**src/rtl/sub_unit_if.sv**
```systemverilog
// Operand/result bundle for the ripple-borrow subtractor: operands and qualifiers in,
// combinational and registered results out.
interface sub_unit_if #(
  parameter int WIDTH = 4
);
  // in_valid is a pure strobe with no back-pressure: every cycle it is high at a
  // rising edge captures a/b, and out_valid is high for exactly the following cycle.
  logic [WIDTH-1:0] a;
  logic [WIDTH-1:0] b;
  logic             in_valid;
  logic             clr_sticky;
  logic [WIDTH-1:0] diff;
  logic             borrow;
  logic             out_valid;
  logic [WIDTH-1:0] diff_q;
  logic             borrow_q;
  logic             zero_q;
  logic             ovf_q;
  logic             sticky_borrow;

  modport master (
    output a, b, in_valid, clr_sticky,
    input  diff, borrow, out_valid, diff_q, borrow_q, zero_q, ovf_q, sticky_borrow
  );

  modport slave (
    input  a, b, in_valid, clr_sticky,
    output diff, borrow, out_valid, diff_q, borrow_q, zero_q, ovf_q, sticky_borrow
  );
endinterface

```
**src/rtl/sub_unit.sv**
```systemverilog
// Unsigned WIDTH-bit subtractor: ripple-borrow chain of per-bit full subtractors,
// plus a one-stage registered copy with valid, zero, signed-overflow and sticky-borrow flags.
module sub_unit #(
  parameter int WIDTH = 4
) (
  input  logic       clk,
  input  logic       rst_n,
  sub_unit_if.slave  bus
);

  localparam int MSB = WIDTH - 1;

  logic [WIDTH:0]   w_br;
  logic [WIDTH-1:0] w_diff;
  logic             w_zero;
  logic             w_ovf;

  logic             r_out_valid;
  logic [WIDTH-1:0] r_diff_q;
  logic             r_borrow_q;
  logic             r_zero_q;
  logic             r_ovf_q;
  logic             r_sticky;

  assign w_br[0] = 1'b0;

  // One full subtractor per bit; borrow ripples from LSB to MSB.
  for (genvar i = 0; i < WIDTH; i++) begin : g_bit
    logic w_axb;
    assign w_axb       = bus.a[i] ^ bus.b[i];
    assign w_diff[i]   = w_axb ^ w_br[i];
    assign w_br[i+1]   = (~bus.a[i] & bus.b[i]) | (~w_axb & w_br[i]);
  end

  assign w_zero = (w_diff == '0);
  // Signed overflow only when operand signs differ and the result sign leaves the minuend's.
  assign w_ovf  = (bus.a[MSB] != bus.b[MSB]) & (w_diff[MSB] != bus.a[MSB]);

  assign bus.diff   = w_diff;
  assign bus.borrow = w_br[WIDTH];

  always_ff @(posedge clk or negedge rst_n) begin
    if (!rst_n) begin
      r_out_valid <= 1'b0;
      r_diff_q    <= '0;
      r_borrow_q  <= 1'b0;
      r_zero_q    <= 1'b0;
      r_ovf_q     <= 1'b0;
      r_sticky    <= 1'b0;
    end else begin
      r_out_valid <= bus.in_valid;
      if (bus.in_valid) begin
        r_diff_q   <= w_diff;
        r_borrow_q <= w_br[WIDTH];
        r_zero_q   <= w_zero;
        r_ovf_q    <= w_ovf;
      end
      // A borrowing capture wins over a same-cycle clear.
      r_sticky <= (bus.clr_sticky ? 1'b0 : r_sticky) | (bus.in_valid & w_br[WIDTH]);
    end
  end

  assign bus.out_valid     = r_out_valid;
  assign bus.diff_q        = r_diff_q;
  assign bus.borrow_q      = r_borrow_q;
  assign bus.zero_q        = r_zero_q;
  assign bus.ovf_q         = r_ovf_q;
  assign bus.sticky_borrow = r_sticky;

endmodule

```
**src/flat_wrapper.sv**
```systemverilog
// flat-port wrapper written by rule: the top's interface ports become plain ports
module sub_unit_flat 
#(
  parameter int WIDTH = 4
)
  (clk, rst_n, bus_a, bus_b, bus_in_valid, bus_clr_sticky, bus_diff, bus_borrow, bus_out_valid, bus_diff_q, bus_borrow_q, bus_zero_q, bus_ovf_q, bus_sticky_borrow);
  sub_unit_if #(.WIDTH(WIDTH)) bus_i ();
  input  logic clk;
  input  logic rst_n;
  input wire logic [$bits(bus_i.a)-1:0] bus_a;
  input wire logic [$bits(bus_i.b)-1:0] bus_b;
  input wire logic [$bits(bus_i.in_valid)-1:0] bus_in_valid;
  input wire logic [$bits(bus_i.clr_sticky)-1:0] bus_clr_sticky;
  output wire logic [$bits(bus_i.diff)-1:0] bus_diff;
  output wire logic [$bits(bus_i.borrow)-1:0] bus_borrow;
  output wire logic [$bits(bus_i.out_valid)-1:0] bus_out_valid;
  output wire logic [$bits(bus_i.diff_q)-1:0] bus_diff_q;
  output wire logic [$bits(bus_i.borrow_q)-1:0] bus_borrow_q;
  output wire logic [$bits(bus_i.zero_q)-1:0] bus_zero_q;
  output wire logic [$bits(bus_i.ovf_q)-1:0] bus_ovf_q;
  output wire logic [$bits(bus_i.sticky_borrow)-1:0] bus_sticky_borrow;
  assign bus_i.a = bus_a;
  assign bus_i.b = bus_b;
  assign bus_i.in_valid = bus_in_valid;
  assign bus_i.clr_sticky = bus_clr_sticky;
  assign bus_diff = bus_i.diff;
  assign bus_borrow = bus_i.borrow;
  assign bus_out_valid = bus_i.out_valid;
  assign bus_diff_q = bus_i.diff_q;
  assign bus_borrow_q = bus_i.borrow_q;
  assign bus_zero_q = bus_i.zero_q;
  assign bus_ovf_q = bus_i.ovf_q;
  assign bus_sticky_borrow = bus_i.sticky_borrow;
  sub_unit #(.WIDTH(WIDTH)) u_core (.clk(clk), .rst_n(rst_n), .bus(bus_i));
endmodule
```
**config.mk**
```make
export PLATFORM = sky130hd
export DESIGN_NAME = sub_unit_flat
export DESIGN_NICKNAME = d
export VERILOG_FILES = /design/src/rtl/sub_unit_if.sv /design/src/rtl/sub_unit.sv /design/src/flat_wrapper.sv
export SDC_FILE = /design/constraint.sdc
export NUM_CORES = 1
export LEC_CHECK = 0
export BUFFER_PORTS_ARGS = -buffer_cell sky130_fd_sc_hd__buf_2
export CAP_MARGIN = 20
export CORE_AREA = 2 2 39 41
export CTS_CLUSTER_DIAMETER = 120
export DETAILED_ROUTE_END_ITERATION = 8
export DIE_AREA = 0 0 41 43
export GPL_ROUTABILITY_DRIVEN = 0
export PLACE_DENSITY = 0.78
export SYNTH_ARGS = -nofsm -noshare
export SYNTH_HDL_FRONTEND = slang
export SYNTH_SLANG_ARGS = --single-unit
```
**constraint.sdc**
```tcl
create_clock -name clk -period 1.62 [get_ports clk]
set_input_delay 0.162 -clock clk [delete_from_list [all_inputs] [get_ports clk]]
set_output_delay 0.162 -clock clk [all_outputs]
set_load 0.1 [all_outputs]
```
# --- Word level (Yosys, flattened, before mapping) ---
# Index checks and enable logic that the tools add are counted.
op_classes:
  add_sub_neg: 0
  mul: 0
  div: 0
  order_cmp: 0
  n_eq_ne: 2
  n_shift: 0
  n_mux: 1
  bitwise_logic: 27
  reduce_logical: 1
op_table:
  columns: ["operator", "n"]
  rows:
  - ["bitwise AND 1 bit", 9]
  - ["NOT 1 bit", 7]
  - ["bitwise XOR 1 bit", 7]
  - ["zero test 4 bit", 1]
  - ["bitwise OR 1 bit", 4]
  - ["inequality test 1 bit", 2]
  - ["two-way mux 1 bit", 1]
totals:
  register_bits: 9
  latch_bits: 0
  ram_bits: 0
  romBits: 0
  inputBits: 12
  out_inout_bits: 14
  word_cells: 37
  mem_count: 0

# --- Logic depth before layout (Yosys ltp) ---
depth:
  ltp_word: 10
  mapped_depth: 8

# --- Least setup slack after synthesis ---
# OpenSTA, ideal clock, no wires.
synth_timing:
  path_type: "input to register"
  startpoint: "in bus_a[0]"
  endpoint: "reg u_core.r_zero_q (netlist: u_core.bus.zero_q)"
  setup_time_ns: 0.126
  t_arrival_ns: 2.528
  required_ns: 1.494
  slack_ns: -1.035
  path_stages: 8
  n_path_buf: 0
  path_cell_list: "inv_1 ha_1 fa_1 fa_1 inv_1 fa_1 and4b_1 mux2_4"
synth_via:
  elab_chain_len: 8
synth_rtl:
  columns: ["item", "line_no", "rtl"]
  rows:
  - ["from (decl)", "flat_wrapper.sv:10", "input wire logic [$bits(bus_i.a)-1:0] bus_a;"]
  - ["NOT 1 bit", "sub_unit.sv:32", "assign w_br[i+1] = (~bus.a[i] & bus.b[i]) | (~w_axb & w_br[i]);"]
  - ["bitwise AND 1 bit (2 in a row)", "sub_unit.sv:32", null]
  - ["bitwise OR 1 bit", "sub_unit.sv:32", null]
  - ["bitwise AND 1 bit", "sub_unit.sv:32", null]
  - ["bitwise OR 1 bit", "sub_unit.sv:32", null]
  - ["bitwise XOR 1 bit", "sub_unit.sv:31", "assign w_diff[i] = w_axb ^ w_br[i];"]
  - ["net bus_diff[3]", "flat_wrapper.sv:14", "output wire logic [$bits(bus_i.diff)-1:0] bus_diff;"]
  - ["zero test 4 bit", "sub_unit.sv:35", "assign w_zero = (w_diff == '0);"]
  - ["to (signal assigned)", "sub_unit.sv:55", "r_zero_q <= w_zero;"]
  - ["to (decl)", "sub_unit.sv:21", "logic r_zero_q;"]
# The timed path passes the listed nets, and every way through them passes these cells.
# A chain may end at the register's enable or synchronous reset.

# --- Worst setup path after layout ---
layout_timing:
  startpoint: "in bus_a[0]"
  endpoint: "out bus_diff[3]"
layout_via:
  elab_chain_len: 7
layout_rtl:
  columns: ["item", "line_no"]
  rows:
  - ["NOT 1 bit", "sub_unit.sv:32"]
  - ["bitwise AND 1 bit (2 in a row)", "sub_unit.sv:32"]
  - ["bitwise OR 1 bit", "sub_unit.sv:32"]
  - ["bitwise AND 1 bit", "sub_unit.sv:32"]
  - ["bitwise OR 1 bit", "sub_unit.sv:32"]
  - ["bitwise XOR 1 bit", "sub_unit.sv:31"]
  - ["to (decl)", "flat_wrapper.sv:14"]
# No other way between the ends.

==> flow_summary.json <==
{
  "initial_core_util": 0.346,
  "numCtsBuffers": 3,
  "worstPathBufferInverterCount": 4,
  "post-route-min-period_ps": 1970,
  "path_class": "in2out",
  "drt_iter0_markers": 7,
  "path_cells": "buf_8, inv_8, ha_4, fa_2, fa_2, inv_2, fa_2, buf_12",
  "setup_ws_ps": -346,
  "ys_ff_latch": 9,
  "yosys_warnings": 0,
  "slew_viol_final": 0,
  "mostFrequentLayoutCell": "buf_2",
  "cap_viol_max_count": 0,
  "num_vias": 387,
  "cp-end-kind": "primary output",
  "crit_family": "adder cells",
  "path_clk_slew_ps": 60,
  "grt_pass1_wl_um": 1700,
  "final_net_count": 90,
  "coreArea_mm2": 0.00138,
  "worst_pin_slew_ps": 488,
  "area_growth_pct": 66.3,
  "routedWlPerCell_um": 11.8,
  "ios": 26,
  "whs_ps": 89.7,
  "grt_usage": 0.151,
  "die_area_mm2": 0.00176,
  "violations": "negative setup slack",
  "synth_cell_type_count": 13,
  "nFillCells": 124,
  "chipHeight_um": 43,
  "setup_viol": 7,
  "synth.avg_cell_area_um2": 11.7,
  "fin_cells": 88,
  "seq_area_frac_synth": 0.470,
  "crit_path_frequent_cell": "fa_2",
  "cts_tree": "done",
  "path_max_fanout": 4,
  "fmax_ghz": 0.509,
  "slowest_stage": "fa_2",
  "hold_path.class": "in2reg",
  "drive_above_1_share": 0.625,
  "cp_data_required_time_ps": 1460,
  "antenna_cells": 0,
  "syn_nets": 58,
  "totalWireLength_um": 1040,
  "peakVddDrop_uv": 715,
  "first_pass_iters": 3,
  "grt_overflow": 0,
  "drc": 0,
  "dp.cells": 80,
  "synthCells": 41,
  "finalHoldViolCount": 0,
  "ant_nets": 0,
  "grt_pass1_vias": 408,
  "rsz0062_at_grt": "true",
  "cts-root-buf": "clkbuf_4",
  "cts.htree.levels": 1,
  "grt_antenna_before_repair": 0,
  "clockBufferDepth": 2,
  "grt_max_degree": 11,
  "viasPerCell": 4.40,
  "powerDensity_mw_per_mm2": 1400,
  "die_w_um": 41,
  "leakage_nw": 0.418,
  "fin_crit_sh": 1.21,
  "status": "finished, violations left",
  "clk_latency_ps": 250,
  "start_kind": "primary input",
  "dp_hpwl_um": 800,
  "skew_ps": 0,
  "portBuffers": 25,
  "worst_slew_margin_rel": 0.677,
  "slowest_delay_ps": 460,
  "final_cell_mix": "buf_2, inv_1, dfrtp_1",
  "cp.arrival_ps": 1800,
  "rows": 14,
  "synth_area_um2": 479,
  "clock-sinks": 9
}
## synthesized netlist by cell type
| master | instances | area, um2 |
|---|---|---|
| inv_1 | 13 | 48.8 |
| buf_2 | 1 | 5.00 |
| o21ai_0 | 2 | 10.0 |
| xnor2_1 | 1 | 8.76 |
| and4b_1 | 1 | 10.0 |
| mux2_2 | 4 | 45.0 |
| dfrtp_1 | 9 | 225 |
| buf_4 | 1 | 7.51 |
| o22ai_1 | 1 | 6.26 |
| mux2_4 | 1 | 15.0 |
| ha_1 | 2 | 25.0 |
| nand2b_1 | 2 | 12.5 |
| fa_1 | 3 | 60.1 |
## layer usage
layer  GRT usage  wire length [um]  vias up
met5           0                 0        -
met4      0.0600                 0        0
met3      0.0576                75        0
met2       0.256               624       15
met1       0.155               335      190
li1            -                 -      182
## state kept, by name, indices dropped and copies added (netlist names)
signal,flops
u_core.bus.diff_q,4
u_core.bus.borrow_q,1
u_core.bus.sticky_borrow,1
u_core.bus.zero_q,1
u_core.bus.ovf_q,1
u_core.bus.out_valid,1
## through the flow
stage / power (mW) / setup TNS [ps] / instance area, um2 / util / setup WS (ps)
after floorplan: 0.769 / -3310 / 514 / - / -679
after global placement: 0.881 / -3230 / 677 / 0.489 / -577
after detailed placement: 0.890 / -3390 / 677 / 0.489 / -594
after CTS: 1.12 / -1630 / 786 / 0.568 / -420
after global routing: 1.16 / -1580 / 797 / 0.576 / -390
final: 1.12 / -1300 / 797 / 0.576 / -346
## path summary, 6_finish.rpt
| check | start | to | slack, ps | cells past startpoint |
|---|---|---|---|---|
| min reg2reg | u_core.bus.diff_q[0]$_DFFE_PN0P_ | u_core.bus.diff_q[0]$_DFFE_PN0P_ | 500 | 1 |
| min | bus_clr_sticky | u_core.bus.sticky_borrow$_DFF_PN0_ | 90 | 2 |
| max | bus_a[0] | bus_diff[3] | -350 | 8 |
| max in group asynchronous | rst_n | u_core.bus.diff_q[1]$_DFFE_PN0P_ | 1150 | 2 |
| max reg2reg | u_core.bus.zero_q$_DFFE_PN0P_ | u_core.bus.zero_q$_DFFE_PN0P_ | 840 | 1 |
| min in group asynchronous | rst_n | u_core.bus.diff_q[2]$_DFFE_PN0P_ | 290 | 2 |
## cells by family (layout without fill, tap and decap cells)
| logic type | Yosys count | in the layout | synth area share |
|---|---|---|---|
| AOI/OAI and AO/OA | 3 | 3 | 0.0340 |
| xor gates and xnor gates | 1 | 1 | 0.0183 |
| adders and majority gates | 5 | 5 | 0.178 |
| buffers and inverters | 15 | 46 | 0.128 |
| DFF | 9 | 9 | 0.470 |
| muxes | 5 | 5 | 0.125 |
| and+or+nand+nor | 3 | 3 | 0.0470 |
## final cells by class
type                            instances  area [um2]  area share
Tap cell                               16        20.0      0.0251
Sequential cell                         9         225       0.283
Clock buffer                            4        26.3      0.0330
Multi-Input combinational cell         17         224       0.281
Timing Repair Buffer                   29         241       0.303
Inverter                               13        60.1      0.0754
## repair_timing
action / 4_1_cts / 5_1_grt
endpoints found under the hold margin: 9 / 0
hold buffers: 1 / 0
pin swaps: 4 / 2
setup endpoints to repair: 7 / 7
buffers inserted: 2 / 1
gates resized for setup: 15 / 1
## where the power goes
part	switching [mW]	internal, mW	total [mW]
registers	0.0189	0.259	0.278
clock network	0.0708	0.0944	0.165
logic	0.489	0.184	0.674
total	0.579	0.538	1.12
Note: power is estimated with default switching activity, not from simulation.
